### src/rtl/ddr_rw_arbiter_pkg.sv
// Shared types and DDR timing defaults for the read/write request arbiter.
package ddr_rw_arbiter_pkg;

  typedef enum logic [1:0] {
    ARB_IDLE  = 2'd0,
    ARB_READ  = 2'd1,
    ARB_WRITE = 2'd2,
    ARB_TURN  = 2'd3
  } arb_state_type;

  localparam int DDR_T_RCD   = 11;
  localparam int DDR_T_RP    = 11;
  localparam int DDR_T_RTW   = 4;
  localparam int DDR_T_WTR   = 6;
  localparam int ARB_TIMER_W = 8;

endpackage

### src/rtl/ddr_arb_timer.sv
// Loadable down-counter for bus turnaround; done while the count is at or below one.
module ddr_arb_timer
  import ddr_rw_arbiter_pkg::*;
(
  input  logic                   i_clk,
  input  logic                   i_rst_n,
  input  logic                   i_en,
  input  logic                   i_load,
  input  logic [ARB_TIMER_W-1:0] i_load_val,
  output logic                   o_done
);

  logic [ARB_TIMER_W-1:0] r_count;

  always_ff @(posedge i_clk) begin
    if (!i_rst_n) begin
      r_count <= '0;
    end else if (i_load) begin
      r_count <= i_load_val;
    end else if (i_en && (r_count != '0)) begin
      r_count <= r_count - 1'b1;
    end
  end

  assign o_done = (r_count <= ARB_TIMER_W'(1));

endmodule

### src/rtl/ddr_rw_arbiter.sv
// Read/write request arbiter: batches same-direction grants, inserts turnaround gaps,
// caps commands in flight and reports idle to the DDR controller.
module ddr_rw_arbiter
  import ddr_rw_arbiter_pkg::*;
#(
  parameter int ADDR_WIDTH = 32,
  parameter int BURST_MAX  = 4,
  parameter int T_RTW      = DDR_T_RTW,
  parameter int T_WTR      = DDR_T_WTR,
  parameter int MAX_OUT    = 8,
  localparam int OW        = $clog2(MAX_OUT + 1),
  localparam int SW        = $clog2(BURST_MAX + 1)
) (
  input  logic                  clock_t,
  input  logic                  reset_n,
  input  logic                  rw_proc,
  output logic                  rw_idle,
  input  logic                  rd_req_valid,
  input  logic [ADDR_WIDTH-1:0] rd_req_addr,
  output logic                  rd_req_ready,
  input  logic                  wr_req_valid,
  input  logic [ADDR_WIDTH-1:0] wr_req_addr,
  output logic                  wr_req_ready,
  output logic                  cmd_valid,
  output logic                  cmd_write,
  output logic [ADDR_WIDTH-1:0] cmd_addr,
  input  logic                  cmd_ready,
  input  logic                  cmd_done,
  output logic [OW-1:0]         outstanding
);

  arb_state_type r_state, w_state_nxt;
  logic                   r_dir;
  logic [SW-1:0]          r_streak;
  logic [OW-1:0]          r_outstanding, w_out_nxt;
  logic                   r_cmd_valid, r_cmd_write, r_rw_idle;
  logic [ADDR_WIDTH-1:0]  r_cmd_addr;

  logic w_cur_vld, w_oth_vld, w_burst_full, w_burst_last, w_slot, w_room, w_accept;
  logic w_can_grant, w_grant_rd, w_grant_wr, w_grant, w_switch, w_idle_dir;
  logic w_timer_load, w_turn_done, w_cmd_valid_nxt;
  logic [ARB_TIMER_W-1:0] w_turn_val;
  logic [OW:0]            w_occ;

  assign w_cur_vld    = r_dir ? wr_req_valid : rd_req_valid;
  assign w_oth_vld    = r_dir ? rd_req_valid : wr_req_valid;
  assign w_burst_full = (r_streak == SW'(BURST_MAX));
  assign w_burst_last = (r_streak == SW'(BURST_MAX - 1));
  assign w_slot       = !r_cmd_valid || cmd_ready;
  assign w_accept     = r_cmd_valid && cmd_ready;
  assign w_idle_dir   = !rd_req_valid;
  // A held command counts against the cap whether or not it is accepted this cycle.
  assign w_occ        = {1'b0, r_outstanding} + (OW + 1)'(r_cmd_valid);
  assign w_room       = (w_occ < (OW + 1)'(MAX_OUT));
  assign w_grant      = w_grant_rd || w_grant_wr;

  always_ff @(posedge clock_t) begin
    if (!reset_n) begin
      r_state <= ARB_IDLE;
    end else begin
      r_state <= w_state_nxt;
    end
  end

  always_comb begin
    w_state_nxt = r_state;
    if (rw_proc) begin
      case (r_state)
        ARB_IDLE: begin
          if (w_switch) w_state_nxt = ARB_TURN;
          else if (rd_req_valid || wr_req_valid) w_state_nxt = r_dir ? ARB_WRITE : ARB_READ;
        end
        ARB_READ, ARB_WRITE: begin
          if (w_switch) w_state_nxt = ARB_TURN;
          else if (!rd_req_valid && !wr_req_valid) w_state_nxt = ARB_IDLE;
        end
        default: begin
          if (w_turn_done) w_state_nxt = r_dir ? ARB_WRITE : ARB_READ;
        end
      endcase
    end
  end

  // The burst limit switches on the grant that fills it, so the gap is exactly the turnaround.
  always_comb begin
    w_can_grant = 1'b0;
    w_switch    = 1'b0;
    case (r_state)
      ARB_READ, ARB_WRITE: begin
        w_can_grant = rw_proc && w_cur_vld && !(w_burst_full && w_oth_vld) && w_slot && w_room;
        w_switch    = w_oth_vld && (!w_cur_vld || w_burst_full || (w_burst_last && w_can_grant));
      end
      ARB_IDLE: w_switch = (rd_req_valid || wr_req_valid) && (w_idle_dir != r_dir);
      default: ;
    endcase
    w_grant_rd   = w_can_grant && !r_dir;
    w_grant_wr   = w_can_grant && r_dir;
    w_timer_load = rw_proc && w_switch;
    w_turn_val   = r_dir ? ARB_TIMER_W'(T_WTR) : ARB_TIMER_W'(T_RTW);
  end

  ddr_arb_timer u_turn_timer (
    .i_clk      (clock_t),
    .i_rst_n    (reset_n),
    .i_en       (rw_proc),
    .i_load     (w_timer_load),
    .i_load_val (w_turn_val),
    .o_done     (w_turn_done)
  );

  always_ff @(posedge clock_t) begin
    if (!reset_n) begin
      r_dir    <= 1'b0;
      r_streak <= '0;
    end else if (rw_proc) begin
      if (w_switch) begin
        r_dir    <= !r_dir;
        r_streak <= '0;
      end else if (w_state_nxt == ARB_IDLE) begin
        r_streak <= '0;
      end else if (w_grant && !w_burst_full) begin
        r_streak <= r_streak + 1'b1;
      end
    end
  end

  always_comb begin
    w_out_nxt = r_outstanding;
    if (w_accept && !cmd_done) begin
      w_out_nxt = r_outstanding + 1'b1;
    end else if (!w_accept && cmd_done && (r_outstanding != '0)) begin
      w_out_nxt = r_outstanding - 1'b1;
    end
    w_cmd_valid_nxt = w_grant || (r_cmd_valid && !cmd_ready);
  end

  always_ff @(posedge clock_t) begin
    if (!reset_n) begin
      r_cmd_valid   <= 1'b0;
      r_cmd_write   <= 1'b0;
      r_cmd_addr    <= '0;
      r_outstanding <= '0;
      r_rw_idle     <= 1'b1;
    end else begin
      if (w_grant) begin
        r_cmd_valid <= 1'b1;
        r_cmd_write <= w_grant_wr;
        r_cmd_addr  <= w_grant_wr ? wr_req_addr : rd_req_addr;
      end else if (cmd_ready) begin
        r_cmd_valid <= 1'b0;
      end
      r_outstanding <= w_out_nxt;
      r_rw_idle     <= !w_cmd_valid_nxt && (w_out_nxt == '0);
    end
  end

  assign rd_req_ready = w_grant_rd;
  assign wr_req_ready = w_grant_wr;
  assign cmd_valid    = r_cmd_valid;
  assign cmd_write    = r_cmd_write;
  assign cmd_addr     = r_cmd_addr;
  assign outstanding  = r_outstanding;
  assign rw_idle      = r_rw_idle;

endmodule
### config.mk
export PLATFORM = sky130hd
export DESIGN_NAME = ddr_rw_arbiter
export DESIGN_NICKNAME = d
export VERILOG_FILES = /design/src/rtl/ddr_rw_arbiter_pkg.sv /design/src/rtl/ddr_arb_timer.sv /design/src/rtl/ddr_rw_arbiter.sv
export SDC_FILE = /design/constraint.sdc
export NUM_CORES = 1
export LEC_CHECK = 0
export BUFFER_PORTS_ARGS = -buffer_cell sky130_fd_sc_hd__buf_2
export CORE_MARGIN = 2
export CORE_UTILIZATION = 53
export DETAILED_ROUTE_END_ITERATION = 16
export PLACE_DENSITY = 0.92
export SYNTH_ARGS = -nofsm -noshare
export SYNTH_HDL_FRONTEND = slang
export SYNTH_SLANG_ARGS = --single-unit
### constraint.sdc
create_clock -name clock_t -period 3.7 [get_ports clock_t]
set_clock_uncertainty 0.1 [all_clocks]
set_input_delay 0.37 -clock clock_t [delete_from_list [all_inputs] [get_ports clock_t]]
set_output_delay 0.37 -clock clock_t [all_outputs]
set_load 0.1 [all_outputs]
==> results.md, run 1 <==
* Clock Path Buffers at 2
* FF+latch count, synth at between 50 and 60
* Die H at 77.6 µm
* Worst hold slack at 282 ps
* Row count at 26
* Max Clk Rate at 0.323 GHz
* Mapped Nets at roughly 400
* RSZ-0062 raised after global routing: no
* Initial Utilization at between 50% and 60%
* Endpoints failing hold at 0
* Max IR drop VDD at between 0.3 and 0.4 mV
* Clock Sinks at 53
* Initial antenna violation count at 0
* Final nets at ~500
* Final setup TNS at 0 ps
* Required @ worst endpoint at between 3000 and 4000 ps
* Antenna Diode Count at 0
* Critical Path End Type: output pin
* Final Cycle Share at a little over four fifths
* Critical path buffers and inverters at 2
* Vias in the first global route at between 2000 and 3000
* Tightest Pin Transition at about 670 ps
* Post-synth cell types at 51
* Post-synthesis sequential area ratio at between 30% and 40%
* CTS Root Buffer Type: clkbuf_8
* Clock slew at reported path FFs at roughly 90 ps
* Die area at between 6000 and 7000 µm²
* DIE WIDTH at roughly 78 µm
* Stages on worst setup path at 7
* Status: finished clean
* CTS HTree Levels at 2
* GRT Util Overall at about a quarter
* Syn Area/Cell at just over 9 µm²
* Max-Cap Viols at 0
* Clk Latency, worst-skew pair at 300 ps
* First-pass GRT wire length at roughly 12000 µm
* Layout cells sized above 1 at between 30% and 40%
* Vias per cell at 5.71
* Worst Setup Start Kind: register
* Mapped cell area at approximately 2900 µm²
* CP max FO at 6
* Slew headroom at approximately 54%
* Synth area leader: dfxtp_1
* Most frequent cells in the layout: buf_2 (111), dfxtp_1 (52), nor2_1 (51)
* YS warnings at 0
* Cells after Synth at between 300 and 400
* Worst hold path class: input pin to register
* Post-cts sizing count at 0
* Port buffer count at roughly 110
* EDFF count, synth at 0
* Fillers at approximately 370
* Postcts setup bufs at 0
* Crit path from: r_state[1]
* Routed wire length at 7070 µm
* GRT overflow at 0
* Number of buffers created by CTS at 5
* Critical-path cell list: inv_1, ha_1, nand2_1, a2111o_1, nor3_4, and2_1, buf_2
* Critical-path top delay cell: a2111o_1
* R2R Setup Slk at slightly above 800 ps
* Drt pass-1 iters at 5
* Power per cell area at around 670 nW/µm²
* Area contributors post-synth: dfxtp_1 (37%), mux2i_1 (13%), a211oi_1 (6.8%), nor2_1 (6.7%), ha_1 (3.9%)
* Post-CTS Hold Fix Bufs at 0
* Synth top area share at a little under two fifths
* Worst r2r path cells at 8
* Area Overhead vs Synth at 24.4%
* P_leak at roughly 1.5 nW
* Setup Crit Path Kind: register to output pin
* Slew Limit Fails at 0
* Pin count of the biggest net entering global routing at 67
* Cell family with most CP delay: buffers and inverters
* DRT iter0 DRCs at 175
* Worst Setup EP: wr_req_ready
* FFs w/ async S/R, synth at 0%
* Primary FF master, synth: dfxtp_1
* Overall power at between 2 and 2.5 mW
* GP Congestion at just over 0.8
* FF-to-FF Start: r_state[1]
* CTS tree: done
* Vias at approximately 2800
* Drt drc at 0
* Final Core Density at 69.0%
* Final ANT Viol Nets at 0
* Final min period at between 3000 and 4000 ps
* CP max stage delay at between 400 and 500 ps
* Reg2reg end: cmd_addr[14]
* I/O Pins at 112
* # setup viols final at 0
* DR WL/cell at 14.5 µm
* Commonest non-fill, non-tap cell in the layout: buf_2
* CP arrival at 2630 ps
* Core area at roughly 5200 µm²
* DP Wirelength at ~5400 µm
==> synth_stat cells (3+ instances only) <==
cell / number
nor2_1: 51
clkbuf_1: 8
o2111ai_1: 3
ha_1: 9
a211oi_2: 7
nand2_1: 12
a21oi_1: 8
buf_2: 7
xnor2_1: 4
and2_1: 5
inv_1: 13
nor4_1: 3
nand3_1: 7
a22oi_1: 3
mux2i_1: 37
a31oi_1: 4
o221ai_1: 3
dfxtp_1: 53
xor2_1: 6
a211oi_1: 26
or3_1: 3
buf_4: 3
==> power breakdown <==
part           total (mW)  switching, mW  leakage, nW  internal, mW
clock network       0.386          0.189       0.0540         0.197
logic                1.24          0.882         1.00         0.356
registers           0.779         0.0999        0.433         0.679
==> stage by stage <==
step / worst slack (ps) / instance area [µm²] / std cells
6_report: 603 / 3570 / 488
3_5_place_dp: 826 / 3460 / 481
2_1_floorplan: 292 / 2880 / 316
5_1_grt: 532 / 3570 / 488
4_1_cts: 617 / 3570 / 488
3_3_place_gp: 996 / 3460 / 481
==> cell type report <==
type	count	area, µm²	area share, %
sequential	53	1060	29.8
clock buffer	5	68.8	1.93
multi-input combinational	231	1690	47.3
timing repair buffer	114	578	16.2
inverter	13	48.8	1.37
tap	70	87.6	2.45
clock inverter	2	35.0	0.982
==> worst reg2reg max path, cell delays in order (launching register included) <==
cell,delay (ps)
dfxtp_1,390
inv_1,110
ha_1,410
nand2_1,90
a2111o_1,490
nor3_4,260
buf_4,560
nor2_1,130
a211oi_1,250
==> flip-flops by register name, summed over array words and instances, names as in the netlist <==
| signal | cells |
|---|---|
| cmd_addr | 32 |
| cmd_valid | 1 |
| cmd_write | 1 |
| outstanding | 4 |
| r_dir | 1 |
| r_state | 2 |
| r_streak | 3 |
| rw_idle | 1 |
| u_turn_timer.r_count | 8 |
==> worst min path at each step <==
stage                             from                      end  slack [ps]  cells after the start
3_3_place_gp                 cmd_write                cmd_write         380                      2
2_1_floorplan  u_turn_timer.r_count[7]  u_turn_timer.r_count[7]         380                      2
6_report                       reset_n                  rw_idle         280                      2
5_1_grt                        reset_n                  rw_idle         290                      2
4_1_cts                        reset_n                  rw_idle         280                      2
3_5_place_dp              cmd_addr[12]             cmd_addr[12]         390                      2
==> per-layer routing <==
layer | up-vias | global-route usage, % | part of all wire, %
met5 | - | 0 | 0
met1 | 1282 | 27.8 | 41
met2 | 127 | 40.0 | 48
met3 | 22 | 5.93 | 8.0
li1 | 1357 | - | -
met4 | 0 | 9.64 | 2.8
==> logic make-up after synthesis <==
kind of cell | share of synthesized area (%)
xor+xnor | 3.05
mux | 13.7
simple gates | 16.3
flops | 37.0
buf+inv | 4.89
compound gates | 21.1
fa+ha+maj | 3.93
No activity file was read; power rests on OpenSTA's default activity.
==> run 2, diff against run 1 <==
- ABC_AREA: not set -> 1
- CORE_UTILIZATION: 53 -> 43
- PLACE_DENSITY: 0.92 -> 0.82
- clock period: 3.7 -> 2.8 ns (I/O delays scaled with it)
==> run 2 against run 1 <==
First-iteration DRC count grew 14%. Cell count increased by 22%. Largest power group unchanged. Power grew 14%.
==> results.md, run 2 <==
* Post-cts sizing count at 0
* Hold path depth at 3
* Critical Path End Type: output pin
* FF-to-FF Start: r_state[1]
* Count leader, synth: nand2_1
* DIE WIDTH at ~84 µm
* Critical-path cell list: inv_1, ha_1, nand2_1, nor2_1, nand2_1, nor2_1, and2_4, inv_2, nor2_4, buf_12, buf_12
* FFs w/ async S/R, synth at 0%
* Required @ worst endpoint at roughly 2400 ps
* Cell family with most CP delay: simple AND/OR/NAND/NOR gates
* Worst hold slack at about 120 ps
* Post-CTS Hold Fix Bufs at 0
* Overall power at 2.74 mW
* Port buffer count at approximately 110
* Max IR drop VDD at between 0.4 and 0.5 mV
* Mapped Nets at between 400 and 500
* Antenna Diode Count at 0
* Primary FF master, synth: dfxtp_1
* Worst hold path class: input pin to register
* P_leak at 1.81 nW
* GP Congestion at 0.913
* Largest register FFs at 32
* Routed wire length at 7090 µm
* Slew headroom at between 60% and 70%
* EDFF count, synth at 0
* Final min period at around 2600 ps
* DP Wirelength at about 5500 µm
* Core area at about 6000 µm²
* Row count at 28
* Pin count of the biggest net entering global routing at 29
* Clock Sinks at 53
* Syn Area/Cell at approximately 6.6 µm²
* Hold_sp: rd_req_addr[17]
* DR WL/cell at 11.9 µm
* Vias at just under 3000
* Commonest non-fill, non-tap cell in the layout: nand2_1
* Initial antenna violation count at 0
* CTS tree: done
* First-pass GRT wire length at between 10000 and 15000 µm
* Cells after Synth at roughly 400
* Synth top cells by count: nand2_1 (160), dfxtp_1 (53), inv_1 (43)
* GRT Util Overall at 20.2%
* PnR worst setup slack at 194 ps
* Area Overhead vs Synth at 27.3%
* # setup viols final at 0
* Critical path buffers and inverters at 4
* Vias in the first global route at approximately 2800
* Mapped cell area at 2720 µm²
* Drt drc at 0
* CTS HTree Levels at 2
* Slew Limit Fails at 0
* Vias per cell at between 4 and 5
* Setup Crit Path Kind: register to output pin
* FF+latch count, synth at between 50 and 60
* Final Cycle Share at just over 90%
* Clock slew at reported path FFs at roughly 90 ps
* Dpl ws at around 420 ps
* Clock Path Buffers at 2
* CP max stage delay at 370 ps
* CP max FO at 23
* Final ANT Viol Nets at 0
* YS warnings at 0
* Die area at between 6000 and 7000 µm²
* Drt pass-1 iters at 4
* Max-Cap Viols at 0
* Power per cell area at slightly below 800 nW/µm²
* Endpoints failing hold at 0
* Synth top area share at roughly two fifths
* Postcts setup bufs at 0
* Final setup TNS at 0 ps
* I/O Pins at ~110
* CP arrival at between 2000 and 2500 ps
* R2R Setup Slk at between 300 and 400 ps
* Die H at between 80 and 90 µm
* RSZ-0062 raised after global routing: no
* Initial Utilization at 45.2%
* Synth area leader: dfxtp_1
* Worst r2r path cells at 21
* Number of buffers created by CTS at 5
* Most frequent cells in the layout: nand2_1 (160), buf_2 (109), dfxtp_1 (52)
* Clk Latency, worst-skew pair at 310 ps
* Worst Hold Path EP: cmd_addr[17]
* Critical-path top delay cell: dfxtp_1
* CTS Root Buffer Type: clkbuf_8
* Status: finished clean
* DRT iter0 DRCs at 200
* Final Core Density at between 50% and 60%
* Post-synth cell types at 31
* GRT overflow at 0
* Max Clk Rate at about 0.38 GHz
* Reg2reg end: r_streak[2]
* Post-synthesis sequential area ratio at between 30% and 40%
* Layout cells sized above 1 at a little over a quarter
* Final nets at 600
* Worst Setup Start Kind: register
* Tightest Pin Transition at 510 ps
* Area contributors post-synth: dfxtp_1 (39%), nand2_1 (22%), inv_1 (5.9%), nor2_1 (5.7%), a31oi_1 (4.8%)
[run 2: worst max-delay path by stage]
| stage | startpoint | end | slack, ps | cells past startpoint |
|---|---|---|---|---|
| 6_report | r_state[1] | rd_req_ready | 190 | 11 |
| 5_1_grt | r_state[1] | rd_req_ready | 10 | 11 |
| 4_1_cts | r_state[0] | rd_req_ready | 120 | 11 |
| 3_5_place_dp | r_state[0] | r_streak[2] | 420 | 21 |
| 3_3_place_gp | r_state[0] | r_streak[2] | 510 | 21 |
| 2_1_floorplan | outstanding[0] | rw_idle | 290 | 11 |
[run 2: worst min-delay path, cell delays in order]
cell and delay, ps:
buf_2 90, nand2_1 50, a31oi_1 60
[run 2: final cells by class]
type,instances,area (µm²)
sequential,53,1060
fill,562,2560
clock inverter,1,7.51
timing repair buffer,116,636
clock buffer,7,76.3
inverter,46,173
tap,75,93.8
multi-input combinational,298,1420
[run 2: power by group]
group	total, mW	internal (mW)	leakage (nW)	switching [mW]
clock	0.422	0.177	0.0385	0.244
sequential	0.968	0.873	0.432	0.0953
combinational	1.35	0.369	1.34	0.977
[run 2: per-layer routing]
| metal | global-route usage (%) | share of wire [%] |
|---|---|---|
| met1 | 23.4 | 42 |
| met2 | 35.9 | 49 |
| met3 | 5.84 | 7.8 |
| met4 | 6.16 | 1.2 |
| met5 | 0 | 0 |
[run 2: kinds of logic (layout without fill, tap and decap cells)]
kind of cell / after synthesis / count (layout) / synth area share (%)
flops: 53 / 53 / 39.0
xor+xnor: 8 / 8 / 2.57
fa+ha+maj: 9 / 9 / 4.14
compound gates: 38 / 38 / 8.32
buf+inv: 61 / 170 / 9.24
simple gates: 243 / 243 / 36.8
[run 2: per-stage QoR]
stage / cells / area [µm²]
floorplan: 412 / 2720
global placement: 588 / 3370
detailed placement: 588 / 3370
CTS: 596 / 3460
global route: 596 / 3470
finish: 596 / 3470
